`src/rtl/fetch_unit_if.sv`:
```
// Instruction-memory request/response bus between the fetch unit and its memory.
// Signal suffixes are from the fetch unit's point of view.
interface fetch_unit_if;
  logic        imem_req_o;
  logic [31:0] imem_addr_o;
  logic        imem_ready_i;
  logic [31:0] imem_data_i;

  modport master (
    output imem_req_o,
    output imem_addr_o,
    input  imem_ready_i,
    input  imem_data_i
  );

  modport slave (
    input  imem_req_o,
    input  imem_addr_o,
    output imem_ready_i,
    output imem_data_i
  );
endinterface

```
`src/rtl/fetch_unit.sv`:
```
// Instruction fetch stage: sequential PC, one-entry skid buffer for IF_ID stalls,
// and branch redirect that lets an in-flight memory request drain before refetching.
module fetch_unit #(
  parameter logic [31:0] RESET_PC = 32'h0000_0000
) (
  input  logic          clk,
  input  logic          rst_i,
  input  logic          stall_i,
  input  logic          branch_i,
  input  logic [31:0]   branch_target_i,
  fetch_unit_if.master  imem,
  output logic [31:0]   PC_o,
  output logic [31:0]   instruction_o,
  output logic          valid_o,
  output logic          flush_o
);

  typedef enum logic [1:0] {
    FETCH = 2'd0,
    HOLD  = 2'd1,
    DROP  = 2'd2
  } state_e;

  state_e      state_q;
  logic [31:0] pc_q;
  logic [31:0] drop_addr_q;
  logic [31:0] skid_pc_q;
  logic [31:0] skid_inst_q;
  logic [31:0] pc_out_q;
  logic [31:0] inst_out_q;
  logic        valid_q;

  logic [31:0] pc_inc_d;
  logic [31:0] target_d;
  logic        ready_d;

  assign pc_inc_d = pc_q + 32'd4;
  assign target_d = branch_target_i & ~32'h0000_0003;
  assign ready_d  = imem.imem_ready_i;

  // DROP keeps presenting the abandoned address so the memory handshake stays legal.
  assign imem.imem_req_o  = ~rst_i & (state_q != HOLD);
  assign imem.imem_addr_o = (state_q == DROP) ? drop_addr_q : pc_q;
  assign flush_o          = branch_i & ~rst_i;

  assign PC_o          = pc_out_q;
  assign instruction_o = inst_out_q;
  assign valid_o       = valid_q;

  always_ff @(posedge clk) begin
    if (rst_i) begin
      state_q     <= FETCH;
      pc_q        <= RESET_PC;
      drop_addr_q <= 32'h0;
      skid_pc_q   <= 32'h0;
      skid_inst_q <= 32'h0;
      pc_out_q    <= 32'h0;
      inst_out_q  <= 32'h0;
      valid_q     <= 1'b0;
    end else begin
      unique case (state_q)
        FETCH: begin
          if (branch_i) begin
            pc_q    <= target_d;
            valid_q <= 1'b0;
            if (!ready_d) begin
              drop_addr_q <= pc_q;
              state_q     <= DROP;
            end
          end else if (ready_d) begin
            pc_q <= pc_inc_d;
            if (stall_i) begin
              skid_pc_q   <= pc_q;
              skid_inst_q <= imem.imem_data_i;
              state_q     <= HOLD;
            end else begin
              pc_out_q   <= pc_q;
              inst_out_q <= imem.imem_data_i;
              valid_q    <= 1'b1;
            end
          end else if (!stall_i) begin
            valid_q <= 1'b0;
          end
        end
        HOLD: begin
          if (branch_i) begin
            pc_q        <= target_d;
            valid_q     <= 1'b0;
            skid_pc_q   <= 32'h0;
            skid_inst_q <= 32'h0;
            state_q     <= FETCH;
          end else if (!stall_i) begin
            pc_out_q   <= skid_pc_q;
            inst_out_q <= skid_inst_q;
            valid_q    <= 1'b1;
            state_q    <= FETCH;
          end
        end
        DROP: begin
          // The late response belongs to the squashed path; only the redirect survives.
          if (branch_i) begin
            pc_q    <= target_d;
            valid_q <= 1'b0;
          end
          if (ready_d) begin
            state_q <= FETCH;
          end
        end
        default: begin
          state_q <= FETCH;
          valid_q <= 1'b0;
        end
      endcase
    end
  end

endmodule

```
`src/flat_wrapper.sv`:
```
// flat-port wrapper written by rule: the top's interface ports become plain ports
module fetch_unit_flat 
#(
  parameter logic [31:0] RESET_PC = 32'h0000_0000
)
  (clk, rst_i, stall_i, branch_i, branch_target_i, PC_o, instruction_o, valid_o, flush_o, imem_imem_req_o, imem_imem_addr_o, imem_imem_ready_i, imem_imem_data_i);
  fetch_unit_if imem_i ();
  input  logic clk;
  input  logic rst_i;
  input  logic stall_i;
  input  logic branch_i;
  input  logic [31:0] branch_target_i;
  output logic [31:0] PC_o;
  output logic [31:0] instruction_o;
  output logic valid_o;
  output logic flush_o;
  output wire logic [$bits(imem_i.imem_req_o)-1:0] imem_imem_req_o;
  output wire logic [$bits(imem_i.imem_addr_o)-1:0] imem_imem_addr_o;
  input wire logic [$bits(imem_i.imem_ready_i)-1:0] imem_imem_ready_i;
  input wire logic [$bits(imem_i.imem_data_i)-1:0] imem_imem_data_i;
  assign imem_imem_req_o = imem_i.imem_req_o;
  assign imem_imem_addr_o = imem_i.imem_addr_o;
  assign imem_i.imem_ready_i = imem_imem_ready_i;
  assign imem_i.imem_data_i = imem_imem_data_i;
  fetch_unit #(.RESET_PC(RESET_PC)) u_core (.clk(clk), .rst_i(rst_i), .stall_i(stall_i), .branch_i(branch_i), .branch_target_i(branch_target_i), .imem(imem_i), .PC_o(PC_o), .instruction_o(instruction_o), .valid_o(valid_o), .flush_o(flush_o));
endmodule
```
`config.mk`:
```
export PLATFORM = sky130hd
export DESIGN_NAME = fetch_unit_flat
export DESIGN_NICKNAME = d
export VERILOG_FILES = /design/src/rtl/fetch_unit_if.sv /design/src/rtl/fetch_unit.sv /design/src/flat_wrapper.sv
export SDC_FILE = /design/constraint.sdc
export NUM_CORES = 1
export LEC_CHECK = 0
export CAP_MARGIN = 20
export CORE_UTILIZATION = 47
export DETAILED_ROUTE_END_ITERATION = 6
export PLACE_DENSITY = 0.81
export SYNTH_ARGS = -nofsm -noshare
export SYNTH_HDL_FRONTEND = slang
export SYNTH_SLANG_ARGS = --single-unit
```
`constraint.sdc`:
```
create_clock -name clk -period 2.3 [get_ports clk]
set_clock_uncertainty 0.1 [all_clocks]
set_input_delay 0.69 -clock clk [delete_from_list [all_inputs] [get_ports clk]]
set_output_delay 0.69 -clock clk [all_outputs]
set_load 0.005 [all_outputs]
```
==> results.md, run 1 <==
- Pre-CTS WS: -0.4933 ns
- Cell variety after synth: 55
- Violated checks: setup timing
- Critical Path Start: u_core.state_q[0]$_SDFFE_PP0P_
- Final ANT Viol Nets: 0
- Yosys top cell area share: 0.4515
- Most instantiated library cell after synthesis: dfxtp_1
- Yosys top cell by area: dfxtp_1
- Cts hold-fix bufs: 0
- Share of layout cells above drive strength 1: 0.2386
- Site Rows: 48
- CTS max path bufs: 2
- Sink of the worst hold path: u_core.drop_addr_q[24]$_SDFFE_PP0P_
- Final Hold Fails: 0
- Max VDD drop: 0.6035 mV
- CP Capture Type: output port
- HP Class: reg2reg
- Leak: 4.439 nW
- Post-synth EDFFs: 0
- Slowest cell on the critical path: dfxtp_2
- Slowest stage delay, CP: 0.33 ns
- Crit path DAT: 1.71 ns
- Layout area overhead: 45.27%
- Worst-skew pair later-pin latency: 0.44 ns
- Final setup vio count: 38
- Slew @ Worst Pin: 0.7033 ns
- Critical R2R Capture: u_core.pc_q[17]$_SDFFE_PP0P_
- GPL Wtd Cong: 0.8813
- Sequential share of the synthesized area: 0.4515
- # clock sinks: 189
- Die area: 18370 µm²
- CTS tree: yes
- Post-Synthesis Cell Area: 8381 µm²
- R2R Setup Slk: -0.10 ns
- Status: finished with violations
- CTS H-tree lvls: 4
- P per Cell Area: 706.7 nW/µm²
- Cell count of the worst reg-to-reg path: 13
- Antenna diodes: 0
- Largest net degree at the start of global routing: 68
- Worst path bufs/invs: 4
- Clock transition at path regs: 0.07 ns
- WHS: 0.3549 ns
- Vias/cell: 5.958
- Synth top area cells: dfxtp_1 (45%), mux2i_1 (7.9%), a211oi_1 (6.9%)
- Vias: 8383
- Wirelength per Cell: 18.91 µm
- DRT Pass-1 Iters: 6
- Remaining DRCs: 0
- Crit Path Max Fanout: 6
- First-pass GRT wire length: 38960 µm
- Total power: 8.604 mW
- HPWL Detailed: 15520 µm
- Initial drt markers: 963
- Initial Utilization: 0.4828
- Worst Path Required: 1.51 ns
- Setup CP Type: reg2out
- Start of the worst register-to-register path: u_core.state_q[0]$_SDFFE_PP0P_
- Post-Synthesis Cells: 962
- Count of final max-slew check failures: 0
- Die height: 135.5 µm
- WL final: 26610 µm
- PortBufs: 163
- Top FF cell, synth: dfxtp_1
- Maxcap violations: 0
- CP startpoint kind: flip-flop
- Flops & latches, synth: 189
- Most used cell, CP: buf_12
- Core area: 17360 µm²
- Horiz. Die Dim: 135.5 µm
- Synth top cells by count: dfxtp_1 (189), nor2_1 (149), nand2_1 (94)
- Fmax: 400.1 MHz
- Num CTS Buffers: 17
- Setup ws final: -0.1996 ns
- Unrepaired setup endpoints after global routing: true
- Fin crit share: 1.087
- Final #Nets: 1243
- Top delay family on crit path: buffers and inverters
- Vias in the first global route: 7675
- Root Buffer: clkbuf_16
- Synth async-reset ratio: 0
- Initial antenna violation count: 0
- I/O Pins: 168
- Slew margin rel.: 0.5311
- Ys Warns: 0
- GRT Resource Usage Total: 0.2707
- Critical path depth: 6
- Mean Syn Cell Area: 8.712 µm²
- CP cell instances: inv_2 > ha_4 > buf_12 > buf_12 > mux2_4 > buf_6
- Hold depth: 2
- Total grt overflow: 0
- Beginning of the worst hold path: u_core.drop_addr_q[24]$_SDFFE_PP0P_
- Tmin final: 2.500 ns
-- worst max-delay path by stage --
stage / end / slack (ns)
after floorplan: u_core.skid_pc_q[22]$_SDFFE_PP0P_ / 0.02
after global placement: u_core.pc_q[9]$_SDFFE_PP0P_ / -0.44
after detailed placement: u_core.pc_q[9]$_SDFFE_PP0P_ / -0.49
after CTS: imem_imem_addr_o[19] / -0.27
after global routing: imem_imem_addr_o[28] / -0.25
final: imem_imem_addr_o[29] / -0.20
-- cell usage in the layout, fill, tap and decap left out, types with 7 or more instances in the layout --
cell type          n
a211oi_1          72
a21oi_1           51
a22oi_1           63
buf_12            14
buf_2              8
buf_4             90
buf_6             39
clkbuf_16         18
clkdlybuf4s50_1  129
dfxtp_1          187
inv_1              8
mux2_4            24
mux2i_1           66
nand2_1           86
nand3_1            8
nand4_1            9
nor2_1           144
nor3_1             7
o21ai_0           13
-- repair_timing --
item / in CTS / in global routing
gates resized for setup: 217 / 66
setup endpoints to repair: 43 / 112
gates cloned: 5 / 2
setup buffers: 14 / 23
pin swaps: 9 / 23
-- sequential cells by signal (all words and copies together), names as in the netlist --
register / flops
u_core.PC_o: 31
u_core.drop_addr_q: 30
u_core.instruction_o: 32
u_core.pc_q: 30
u_core.skid_inst_q: 32
u_core.skid_pc_q: 31
u_core.state_q: 2
u_core.valid_o: 1
-- layout make-up --
| cell class | instances | area, µm² |
|---|---|---|
| repair buffers | 286 | 2846 |
| clock inverters | 14 | 170.2 |
| inverters | 10 | 37.54 |
| multi-input cells | 665 | 4621 |
| well taps | 225 | 281.5 |
| flip-flops and latches | 189 | 3789 |
| fillers | 1222 | 5182 |
| clock buffers | 18 | 429.2 |
-- stage by stage --
| stage | TNS [ns] | cell area, µm² | util | cells |
|---|---|---|---|---|
| floorplan | 0 | 8391 | - | 963 |
| global placement | -46.04 | 10680 | 0.6153 | 1336 |
| detailed placement | -51.01 | 10680 | 0.6153 | 1336 |
| CTS | -5.477 | 11780 | 0.6788 | 1386 |
| global route | -6.790 | 12170 | 0.7014 | 1407 |
| finish | -4.276 | 12170 | 0.7014 | 1407 |
-- cells by family after synthesis --
| group | after synthesis | share of synthesized area |
|---|---|---|
| compound gates | 252 | 0.2092 |
| simple gates | 311 | 0.1614 |
| buf+inv | 110 | 0.05420 |
| xor+xnor | 2 | 0.002091 |
| fa+ha+maj | 5 | 0.007465 |
| mux | 92 | 0.1138 |
| flops | 189 | 0.4515 |
| other cells | 1 | 0.0004475 |
-- worst register-to-register path: stages, from the launching register on --
cell	delay, ns
dfxtp_2	0.33
inv_2	0.05
buf_4	0.12
buf_4	0.13
ha_4	0.21
nor2b_4	0.13
buf_4	0.14
nor3_4	0.35
buf_4	0.19
buf_6	0.09
nand2_4	0.08
buf_4	0.16
nor3_2	0.11
a211oi_1	0.09
-- power breakdown --
group / switching, mW / internal, mW / total (mW)
Sequential: 0.163 / 3.46 / 3.62
Combinational: 0.917 / 1.02 / 1.94
Clock: 1.39 / 1.65 / 3.04
Total: 2.47 / 6.13 / 8.60
-- per-layer routing --
layer  up-vias  share of wire  global-route usage
met3        79          0.086             0.06397
met2       470           0.48              0.4407
met5         -              0                   0
met1      3969           0.41              0.3513
li1       3865              -                   -
met4         0          0.029             0.08989
Power figures use the tool's default switching activity.
==> run 2: changes to the inputs <==
- CORE_UTILIZATION: 47 -> 48
- CTS_BUF_LIST: default -> sky130_fd_sc_hd__clkbuf_8
- PLACE_DENSITY: 0.81 -> 0.82
==> run 2 against run 1 <==
- the run still ends with setup timing left
- core utilization fell by 0.34 points
- design area shrank 3.6%
- critical path type unchanged
- critical path depth unchanged
- wire length down 6.0%
- register-to-register slack improved by 0.16 ns
- final cell count is 1.1% lower
- worst hold slack gained 0.0056 ns
==> results.md, run 2 (same netlist as run 1, synthesis figures left out) <==
- Die height: 134.1 µm
- Crit Path Max Fanout: 5
- Remaining DRCs: 0
- R2R Setup Slk: 0.06 ns
- GRT Resource Usage Total: 0.2716
- Critical path depth: 6
- Fmax: 394.4 MHz
- Num CTS Buffers: 17
- Core area: 16820 µm²
- Crit path DAT: 1.75 ns
- Top delay family on crit path: buffers and inverters
- CP endpoint: imem_imem_addr_o[11]
- CTS tree: yes
- WL final: 25010 µm
- Worst path bufs/invs: 4
- Cts hold-fix bufs: 0
- CTS max path bufs: 2
- Most common cell after layout, fill and taps aside: dfxtp_1
- CP Capture Type: output port
- Final instance area: 11740 µm²
- I/O Pins: 168
- Start of the worst register-to-register path: u_core.state_q[1]$_SDFFE_PP0P_
- Setup ws final: -0.2357 ns
- Critical Path Start: u_core.state_q[0]$_SDFFE_PP0P_
- Site Rows: 47
- Vias: 8145
- Violated checks: setup timing
- Status: finished with violations
- Leak: 4.202 nW
- Maxcap violations: 0
- Unrepaired setup endpoints after global routing: true
- Clock transition at path regs: 0.10 ns
- Final #Nets: 1230
- Most frequent cells in the layout: dfxtp_1 (187), nor2_1 (146), clkdlybuf4s50_1 (128)
- Setup CP Type: reg2out
- Vias/cell: 5.855
- DRT Pass-1 Iters: 5
- HP Class: reg2reg
- Vias in the first global route: 7733
- HPWL Detailed: 15640 µm
- Initial antenna violation count: 2
- P per Cell Area: 659.2 nW/µm²
- Fin Setup TNS: -5.252 ns
- Slew margin rel.: 0.5622
- Max VDD drop: 0.4932 mV
- Total grt overflow: 0
- Final setup vio count: 30
- CP startpoint kind: flip-flop
- Slowest cell on the critical path: dfxtp_2
- First-pass GRT wire length: 38710 µm
- Worst Path Required: 1.51 ns
- GPL Wtd Cong: 0.9140
- Fillers: 1244
- # clock sinks: 189
- Layout area overhead: 40.09%
- Root Buffer: clkbuf_8
- Cell count of the worst reg-to-reg path: 11
- CP cell instances: inv_2 > ha_4 > buf_12 > buf_8 > mux2_4 > buf_6
- Slowest stage delay, CP: 0.33 ns
- Initial Utilization: 0.4983
- Slew @ Worst Pin: 0.6567 ns
- Horiz. Die Dim: 134.1 µm
- Post-DP Area: 10700 µm²
- Final Hold Fails: 0
- Die area: 17990 µm²
- CTS H-tree lvls: 4
- Critical R2R Capture: u_core.instruction_o[2]$_SDFFE_PP0P_
- Tmin final: 2.536 ns
- PortBufs: 163
- Share of layout cells above drive strength 1: 0.2267
- Final ANT Viol Nets: 0
- Pre-CTS WS: -0.4836 ns
- Largest net degree at the start of global routing: 64
- Fin crit share: 1.102
- Initial drt markers: 744
- Worst-skew pair later-pin latency: 0.48 ns
- Count of final max-slew check failures: 0
- Wirelength per Cell: 17.98 µm
-- run 2: per-stage QoR --
stage / hold WS, ns / instances / util / power [mW]
floorplan: 0.3329 / 963 / - / 4.445
global placement: 0.3378 / 1334 / 0.6359 / 5.218
detailed placement: 0.3437 / 1334 / 0.6359 / 5.252
CTS: 0.3594 / 1384 / 0.6870 / 7.684
global route: 0.3821 / 1390 / 0.6979 / 8.050
finish: 0.3605 / 1391 / 0.6980 / 7.739
-- run 2: report_power, final --
| group | internal (mW) | switching (mW) | leakage (nW) | total [mW] |
|---|---|---|---|---|
| Clock | 1.00 | 1.30 | 0.198 | 2.30 |
| Sequential | 3.46 | 0.163 | 1.54 | 3.62 |
| Combinational | 0.963 | 0.853 | 2.46 | 1.82 |
-- run 2: repair_timing --
item / 4_1_cts / 5_1_grt
cloned: 3 / 3
gates resized for setup: 221 / 41
buffers inserted: 15 / 6
endpoints found under the setup margin: 36 / 138
pin swaps: 8 / 8
-- run 2: worst min path at each step --
stage                                        start                                  end  slack (ns)  cells past startpoint
6_report       u_core.drop_addr_q[28]$_SDFFE_PP0P_  u_core.drop_addr_q[28]$_SDFFE_PP0P_        0.36                      2
5_1_grt        u_core.drop_addr_q[25]$_SDFFE_PP0P_  u_core.drop_addr_q[25]$_SDFFE_PP0P_        0.38                      2
4_1_cts        u_core.drop_addr_q[25]$_SDFFE_PP0P_  u_core.drop_addr_q[25]$_SDFFE_PP0P_        0.36                      2
3_5_place_dp   u_core.drop_addr_q[22]$_SDFFE_PP0P_  u_core.drop_addr_q[22]$_SDFFE_PP0P_        0.34                      2
3_3_place_gp   u_core.drop_addr_q[14]$_SDFFE_PP0P_  u_core.drop_addr_q[14]$_SDFFE_PP0P_        0.34                      2
2_1_floorplan  u_core.drop_addr_q[10]$_SDFFE_PP0P_  u_core.drop_addr_q[10]$_SDFFE_PP0P_        0.33                      2
-- run 2: per-layer routing --
| metal | part of all wire | global-route usage | vias to the layer above |
|---|---|---|---|
| met3 | 0.081 | 0.07181 | 67 |
| met5 | 0 | 0 | - |
| li1 | - | - | 3826 |
| met4 | 0.027 | 0.1142 | 0 |
| met1 | 0.42 | 0.3426 | 3882 |
| met2 | 0.47 | 0.4387 | 370 |
-- run 2: worst reg2reg max path: stages (launching register included) --
cell	delay, ns
dfxtp_4	0.37
buf_6	0.12
inv_4	0.06
buf_6	0.10
ha_4	0.14
buf_4	0.14
nand2b_1	0.13
a211oi_4	0.32
buf_6	0.23
buf_8	0.17
nor2_1	0.06
a211oi_1	0.23
-- run 2: final cells by class --
cell class / count / area [µm²] / share of cell area
flip-flops and latches: 189 / 3789 / 0.3227
diodes: 2 / 5.005 / 0.0004263
multi-input cells: 665 / 4523 / 0.3853
well taps: 220 / 275.3 / 0.02345
inverters: 10 / 40.04 / 0.003410
repair buffers: 273 / 2699 / 0.2299
clock inverters: 15 / 175.2 / 0.01492
clock buffers: 17 / 234.0 / 0.01993
==> run 3: changes to the inputs <==
- TNS_END_PERCENT: default -> 5
==> run 3 against run 2 <==
- the flow still finishes with violations (setup timing)
- global-route usage about the same
- core utilization down 0.89 points
- via count is 0.77% lower
- worst setup slack worse by 0.053 ns
- flip-flop and latch count is the same
- clock power decreased by 11%
- critical path depth did not move
- power shrank 3.4%
- critical endpoint is now imem_imem_addr_o[29]
- sequential share of layout area increased by 0.40 points
- largest power group unchanged
- register-to-register slack got worse by 0.17 ns
==> results.md, run 3 (same netlist as run 1, synthesis figures left out) <==
- Fmax: 386.4 MHz
- # clock sinks: 189
- Largest net degree at the start of global routing: 83
- Wirelength per Cell: 17.92 µm
- Crit Path Max Fanout: 5
- Crit path DAT: 1.80 ns
- PortBufs: 163
- Vias in the first global route: 7649
- CTS max path bufs: 2
- Remaining DRCs: 0
- Most common cell after layout, fill and taps aside: dfxtp_1
- Antenna diodes: 0
- Num CTS Buffers: 17
- Root Buffer: clkbuf_8
- Vias: 8082
- Final Util: 0.6892
- Final Hold Fails: 0
- First-pass GRT wire length: 38790 µm
- GRT Resource Usage Total: 0.2713
- Initial drt markers: 710
- Count of final max-slew check failures: 0
- Tmin final: 2.588 ns
- Critical Path Start: u_core.state_q[0]$_SDFFE_PP0P_
- Beginning of the worst hold path: u_core.drop_addr_q[5]$_SDFFE_PP0P_
- CP startpoint kind: flip-flop
- HPWL Detailed: 15390 µm
- Status: finished with violations
- DRT Pass-1 Iters: 7
- Max VDD drop: 0.4434 mV
- Post-DP Area: 10720 µm²
- HP Class: reg2reg
- Vias/cell: 5.848
- Layout area overhead: 38.31%
- Horiz. Die Dim: 134.1 µm
- Clock transition at path regs: 0.09 ns
- GPL Wtd Cong: 0.9069
- Start of the worst register-to-register path: u_core.state_q[0]$_SDFFE_PP0P_
- Final #Nets: 1224
- Final ANT Viol Nets: 0
- Die area: 17990 µm²
- Cell count of the worst reg-to-reg path: 10
- Slew @ Worst Pin: 0.9041 ns
- I/O Pins: 168
- CTS H-tree lvls: 4
- P per Cell Area: 645.1 nW/µm²
- CP endpoint: imem_imem_addr_o[29]
- Setup ws final: -0.2882 ns
- Critical R2R Capture: u_core.pc_q[21]$_SDFFE_PP0P_
- CP Capture Type: output port
- Initial Utilization: 0.4983
- Leak: 4.159 nW
- Violated checks: setup timing
- Initial antenna violation count: 0
- Unrepaired setup endpoints after global routing: true
- Fin crit share: 1.125
- Core area: 16820 µm²
- Share of layout cells above drive strength 1: 0.2134
- Die height: 134.1 µm
- R2R Setup Slk: -0.11 ns
- Site Rows: 47
- Worst Path Required: 1.51 ns
- Maxcap violations: 0
- WL final: 24770 µm
- Most frequent cells in the layout: dfxtp_1 (186), nor2_1 (146), clkdlybuf4s50_1 (129)
- CTS tree: yes
- Finished Layout Cells: 1382
- Post-Place Cells: 1334
- Cts hold-fix bufs: 0
- Worst-skew pair later-pin latency: 0.47 ns
- Total grt overflow: 0
- Slew margin rel.: 0.3973
- Final setup vio count: 32
- Setup CP Type: reg2out
- Final instance area: 11590 µm²
==> run 3: worst min path at each step <==
stage	end	slack, ns	cells after the start
floorplan	u_core.drop_addr_q[10]$_SDFFE_PP0P_	0.33	2
finish	u_core.drop_addr_q[5]$_SDFFE_PP0P_	0.36	2
detailed placement	u_core.drop_addr_q[5]$_SDFFE_PP0P_	0.35	2
CTS	u_core.drop_addr_q[9]$_SDFFE_PP0P_	0.36	2
global placement	u_core.drop_addr_q[16]$_SDFFE_PP0P_	0.34	2
global route	u_core.drop_addr_q[13]$_SDFFE_PP0P_	0.38	2
==> run 3: metrics by stage <==
| step | TNS, ns | hold WS [ns] | worst slack (ns) | power (mW) |
|---|---|---|---|---|
| final | -6.935 | 0.3609 | -0.2882 | 7.478 |
| after global routing | -9.363 | 0.3836 | -0.3394 | 7.788 |
| after CTS | -7.767 | 0.3595 | -0.2924 | 7.424 |
| after detailed placement | -58.84 | 0.3466 | -0.5014 | 5.256 |
| after global placement | -53.53 | 0.3378 | -0.5110 | 5.225 |
| after floorplan | -4.037 | 0.3329 | -0.07984 | 4.444 |
==> run 3: per-layer routing <==
| metal | track usage | vias to the layer above | share of wire |
|---|---|---|---|
| met5 | 0 | - | 0 |
| li1 | - | 3833 | - |
| met3 | 0.05858 | 36 | 0.076 |
| met1 | 0.3560 | 3876 | 0.42 |
| met2 | 0.4444 | 337 | 0.48 |
| met4 | 0.08552 | 0 | 0.017 |
==> run 3: what timing repair did <==
item,in CTS,in global routing
setup buffers,15,0
gates cloned,3,0
pin swaps,3,1
hold endpoints to repair,0,0
resized for setup,208,34
endpoints found under the setup margin,36,184
==> run 3: cell type report <==
type | instances | area (µm²)
inverter | 10 | 37.54
clock buffer | 17 | 234.0
multi-input combinational | 664 | 4459
fill | 1268 | 5228
sequential | 189 | 3787
tap | 220 | 275.3
timing repair buffer | 268 | 2675
clock inverter | 14 | 122.6
==> run 3: report_power, final <==
group / switching, mW / internal (mW)
clock network: 1.20 / 0.854
logic: 0.850 / 0.957
registers: 0.160 / 3.46
total: 2.21 / 5.27
==> run 3: critical path: stages, from the launching register on <==
cell     delay, ns
dfxtp_2       0.33
inv_2         0.07
ha_4          0.23
buf_12        0.14
buf_8         0.11
mux2_4        0.33
buf_6         0.12
==> RTL edit 1: new RTL, flow settings as in run 3 <==
Reset style: asynchronous (`rst_i`), changed in one clocked block.
--- a/src/rtl/fetch_unit.sv
+++ b/src/rtl/fetch_unit.sv
@@ -49,3 +49,3 @@
 
-  always_ff @(posedge clk) begin
+  always_ff @(posedge clk or posedge rst_i) begin
     if (rst_i) begin
Check against the original RTL: not equivalent (Yosys sat finds a counterexample within 4 cycles, from zero or initial values and one cycle with rst_i high; the reset may be asserted at any time).
==> RTL edit 1 against run 3 <==
- the flow still finishes with violations (setup timing)
- highest routed layer unchanged
- synthesized area rose by 4.7%
- final cell count fell by 9.8%
- design area rose by 2.4%
- wire length fell by 6.6%
- setup slack got worse by 0.067 ns
- sequential cell count did not move
- worst hold slack improved by 0.023 ns
Power is not compared: it rests on default switching activity, and its combinational part moved more than twofold at a synthesized area within 25%.
==> RTL edit 1: results (changes against run 3) <==
Logic synthesis
  • Gate Count Post-Synth: 808 (was 962)
  • Post-Synth XOR/XNOR Area: 0% (was 0.2090%)
  • Area contributors post-synth: dfrtp_1, mux2i_1, mux2_2, a22o_1, o21ai_0 (was dfxtp_1, mux2i_1, a211oi_1, nor2_1, a22oi_1)
  • Register area share after synthesis: 53.90% (was 45.15%)
  • Synth Area in Compound Gates: 17.72% (was 20.92%)
  • Mux contribution to synthesized area: 13.72% (was 11.38%)
  • Commonest cells in the netlist: dfrtp_1, nand2_1, o21ai_0 (was dfxtp_1, nor2_1, nand2_1)
  • Synth Area in Adders: 0.7130% (was 0.7465%)
  • Yosys cell types: 51 (was 55)
  • Synth async-reset ratio: 100.0% (was 0%)

Finish
  • # fillers: 1327 (was 1268)
  • Sequential Area: 0.004730 mm² (was 0.003787 mm²)
  • Share of layout cells above drive strength 1: 22.52% (was 21.34%)
  • Multi-input logic area: 0.003875 mm² (was 0.004459 mm²)
  • Area grow syn2layout: 35.26% (was 38.31%)
  • Count of multi-input gates: 536 (was 664)
  • Clock buffer count: 18 (was 17)
  • Flip-flop and latch count: 189 (unchanged)
  • Non-clk bufs: 250 (was 268)
  • Clock-cell share: 3.300% (was 3.076%)

Placed design
  • Instance area at placement: 0.01111 mm² (was 0.01072 mm²)
  • Placer Congestion: 0.8262 (was 0.9069)
  • Detail Placement HPWL: 14.78 mm (was 15.39 mm)
  • Placed Cells incl. Taps: 1200 (was 1334)
  • Post-Place Setup Slack: -0.3086 ns (was -0.5014 ns)

Die
  • TAP cells: 229 (was 220)

Global routing
  • Pin count of the biggest net entering global routing: 68 (was 83)
  • Number of global-route vias before repair: 6948 (was 7649)
  • First-pass GRT wire length: 36.38 mm (was 38.79 mm)
  • All-Layer GR Usage: 25.30% (was 27.13%)

STA
  • Final Setup Violations: 40 (was 32)
  • Worst Setup Slack, final: -0.3547 ns (was -0.2882 ns)

Critical path
  • Worst Reg-to-Reg Cells: 11 (was 10)
  • Crit Path Max Fanout: 6 (was 5)
  • Critical Path AT: 1.86 ns (was 1.80 ns)
  • Critical-path top delay cell: dfrtp_1 (was dfxtp_2)

Detailed routing
  • WL final: 23.14 mm (was 24.77 mm)
  • Wirelength per Cell: 18.57 µm (was 17.92 µm)
  • Drt first pass iters: 5 (was 7)
  • Vias: 7240 (was 8082)

Clock network
  • H-tree levels: 4 (unchanged)
  • CTS Buf Count: 17 (unchanged)
  • Post-CTS setup buffers: 12 (was 15)
  • Resize count post-CTS: 193 (was 208)

Run status
  • Violated checks: setup timing (unchanged)
  • Status: finished, violations left (unchanged)
==> RTL edit 1: cell count changes after synthesis, moves of 9 or more <==
cell / before / now
o22ai_1: 6 / 17
a2bb2oi_1: 1 / 10
nor2_1: 149 / 20
nand3_1: 9 / 22
a22oi_1: 63 / 0
a22o_1: 0 / 61
nor3_1: 15 / 3
mux2_2: 26 / 50
a211oi_1: 77 / 1
o21ai_0: 20 / 85
dfrtp_1: 0 / 189
clkbuf_1: 72 / 50
dfxtp_1: 189 / 0
buf_2: 11 / 1
==> RTL edit 1: cells by family (layout without fill, tap and decap cells) <==
| family | count (synthesis) | in the layout |
|---|---|---|
| adders and majority gates | 5 | 5 |
| AOI/OAI and AO/OA | 238 | 238 |
| other | 1 | 2 |
| muxes | 114 | 114 |
| buffers and inverters | 84 | 292 |
| and+or+nand+nor | 177 | 177 |
| DFF | 189 | 189 |
==> RTL edit 1: path summary, 6_finish.rpt <==
path                                     startpoint                       end  slack [ns]
hold reg to reg            u_core.instruction_o[24]  u_core.instruction_o[24]        0.38
setup / recovery                  u_core.state_q[0]      imem_imem_addr_o[19]       -0.35
min in group asynchronous                     rst_i           u_core.PC_o[10]        0.67
hold / removal             u_core.instruction_o[24]  u_core.instruction_o[24]        0.38
setup reg to reg                  u_core.state_q[0]            u_core.PC_o[3]       -0.03
max in group asynchronous                     rst_i           u_core.PC_o[18]        0.93
==> RTL edit 1: metal layers <==
| metal | part of all wire [%] | vias to the layer above | GRT usage (%) |
|---|---|---|---|
| met3 | 8.2 | 50 | 5.923 |
| met2 | 46 | 351 | 38.97 |
| met5 | 0 | - | 0 |
| met1 | 44 | 3529 | 35.48 |
| li1 | - | 3310 | - |
| met4 | 2.1 | 0 | 7.631 |
==> RTL edit 2: new RTL, settings of run 3 <==
Without the edit above. Register the input `branch_target_i` before use. The logic sees it one clock later. The other inputs are not delayed to match.
--- a/src/rtl/fetch_unit.sv
+++ b/src/rtl/fetch_unit.sv
@@ -23,2 +23,8 @@
 
+  logic [31:0] branch_target_q;
+
+  always_ff @(posedge clk) begin
+    branch_target_q <= branch_target_i;
+  end
+
   state_e      state_q;
@@ -37,3 +43,3 @@
   assign pc_inc_d = pc_q + 32'd4;
-  assign target_d = branch_target_i & ~32'h0000_0003;
+  assign target_d = branch_target_q & ~32'h0000_0003;
   assign ready_d  = imem.imem_ready_i;
Function: changed (Yosys sat finds a counterexample within 4 cycles, from zero or initial values and one cycle with rst_i high).
==> RTL edit 2 against run 3 <==
- the run ends with DRC, setup timing left
- power up 20%
- sequential cell count up 30
- design area up 6.8%
- setup slack worse by 0.021 ns
- sequential power up 15%
- worst hold slack worse by 0.0086 ns
- wire length up 0.48%
- synthesized area up 6.5%
- synthesized cell count up 1.2%
- critical path type unchanged
- largest cell class is now sequential cells
==> RTL edit 2: results (changes against run 3) <==
Clock network
  • Resize count post-CTS: 196 (was 208)
  • Post-CTS setup buffers: 13 (was 15)
  • Later-pin clock latency in the skew report: 0.51 ns (was 0.47 ns)
  • CTS Buf Count: 37 (was 17)

Power and ir drop
  • Net Sw Frac: 26.74% (was 29.54%)
  • P_comb: 1680 µW (was 1810 µW)
  • Leakage: 0.004588 µW (was 0.004159 µW)

Run status
  • Status: finished, violations left (unchanged)
  • Violated checks: DRC, setup timing (was setup timing)

Global routing
  • All-Layer GR Usage: 25.32% (was 27.13%)
  • Number of global-route vias before repair: 7772 (was 7649)

Detailed routing
  • DR DRC count: 30 (was 0)
  • Wire length on met1: 10.41 mm (was 10.49 mm)
  • Wirelength per Cell: 17.38 µm (was 17.92 µm)
  • Vias per inst: 5.731 (was 5.848)
  • Initial DRC count: 637 (was 710)

Finish
  • Final nets: 1256 (was 1224)
  • Share of layout cells above drive strength 1: 20.70% (was 21.34%)
  • Finished Layout Cells: 1432 (was 1382)

Critical path
  • Crit Path Max Fanout: 7 (was 5)
  • Worst Reg-to-Reg Cells: 11 (was 10)
  • Worst reg2reg endpoint: u_core.pc_q[12] (was u_core.pc_q[21])

STA
  • Worst Setup Slack, final: -0.3096 ns (was -0.2882 ns)
  • Final Setup Violations: 30 (was 32)
  • Worst-margin pin slew: 0.5973 ns (was 0.9041 ns)
  • Hold slack final: 0.3523 ns (was 0.3609 ns)

Min path
  • Hold Path End: u_core.drop_addr_q[9] (was u_core.drop_addr_q[5])

Logic synthesis
  • Mux contribution to synthesized area: 10.33% (was 11.38%)
  • Commonest cells in the netlist: dfxtp_1, nor2_1, nand2_1 (unchanged)
  • Yosys cell types: 60 (was 55)
  • Post-Synth XOR/XNOR Area: 0% (was 0.2090%)
  • Synth Area in Adders: 0.7008% (was 0.7465%)

Placed design
  • Placer Congestion: 0.8932 (was 0.9069)
  • Post-Place Setup Slack: -0.3527 ns (was -0.5014 ns)
  • Detail Placement HPWL: 15.78 mm (was 15.39 mm)
[RTL edit 2: cell types whose count changed after synthesis, sizes merged, moves of 3 or more]
cell           run 3  this run
nor2             149       161
nand2             94        83
dfxtp            189       219
a311oi             4        11
clkbuf            73        62
nor3              15        10
buf               27        32
o21ai             20        23
a21oi             53        48
nor4               8         5
[RTL edit 2: per-layer routing]
metal  vias up  track usage [%]
met3        60            5.057
li1       3904                -
met1      3872            32.72
met5         -                0
met4         0            10.23
met2       371            41.46
[RTL edit 2: kinds of logic after synthesis]
group / Yosys count
fa+ha+maj: 5
mux: 89
other cells: 1
simple gates: 304
flops: 219
compound gates: 253
buf+inv: 103
[RTL edit 2: final cells by class]
cell class	count	area (µm²)
fill	1319	5702
multi-input combinational	653	4348
clock inverter	17	68.82
sequential	219	4390
inverter	9	35.03
tap	229	286.5
clock buffer	43	591.8
timing repair buffer	262	2664
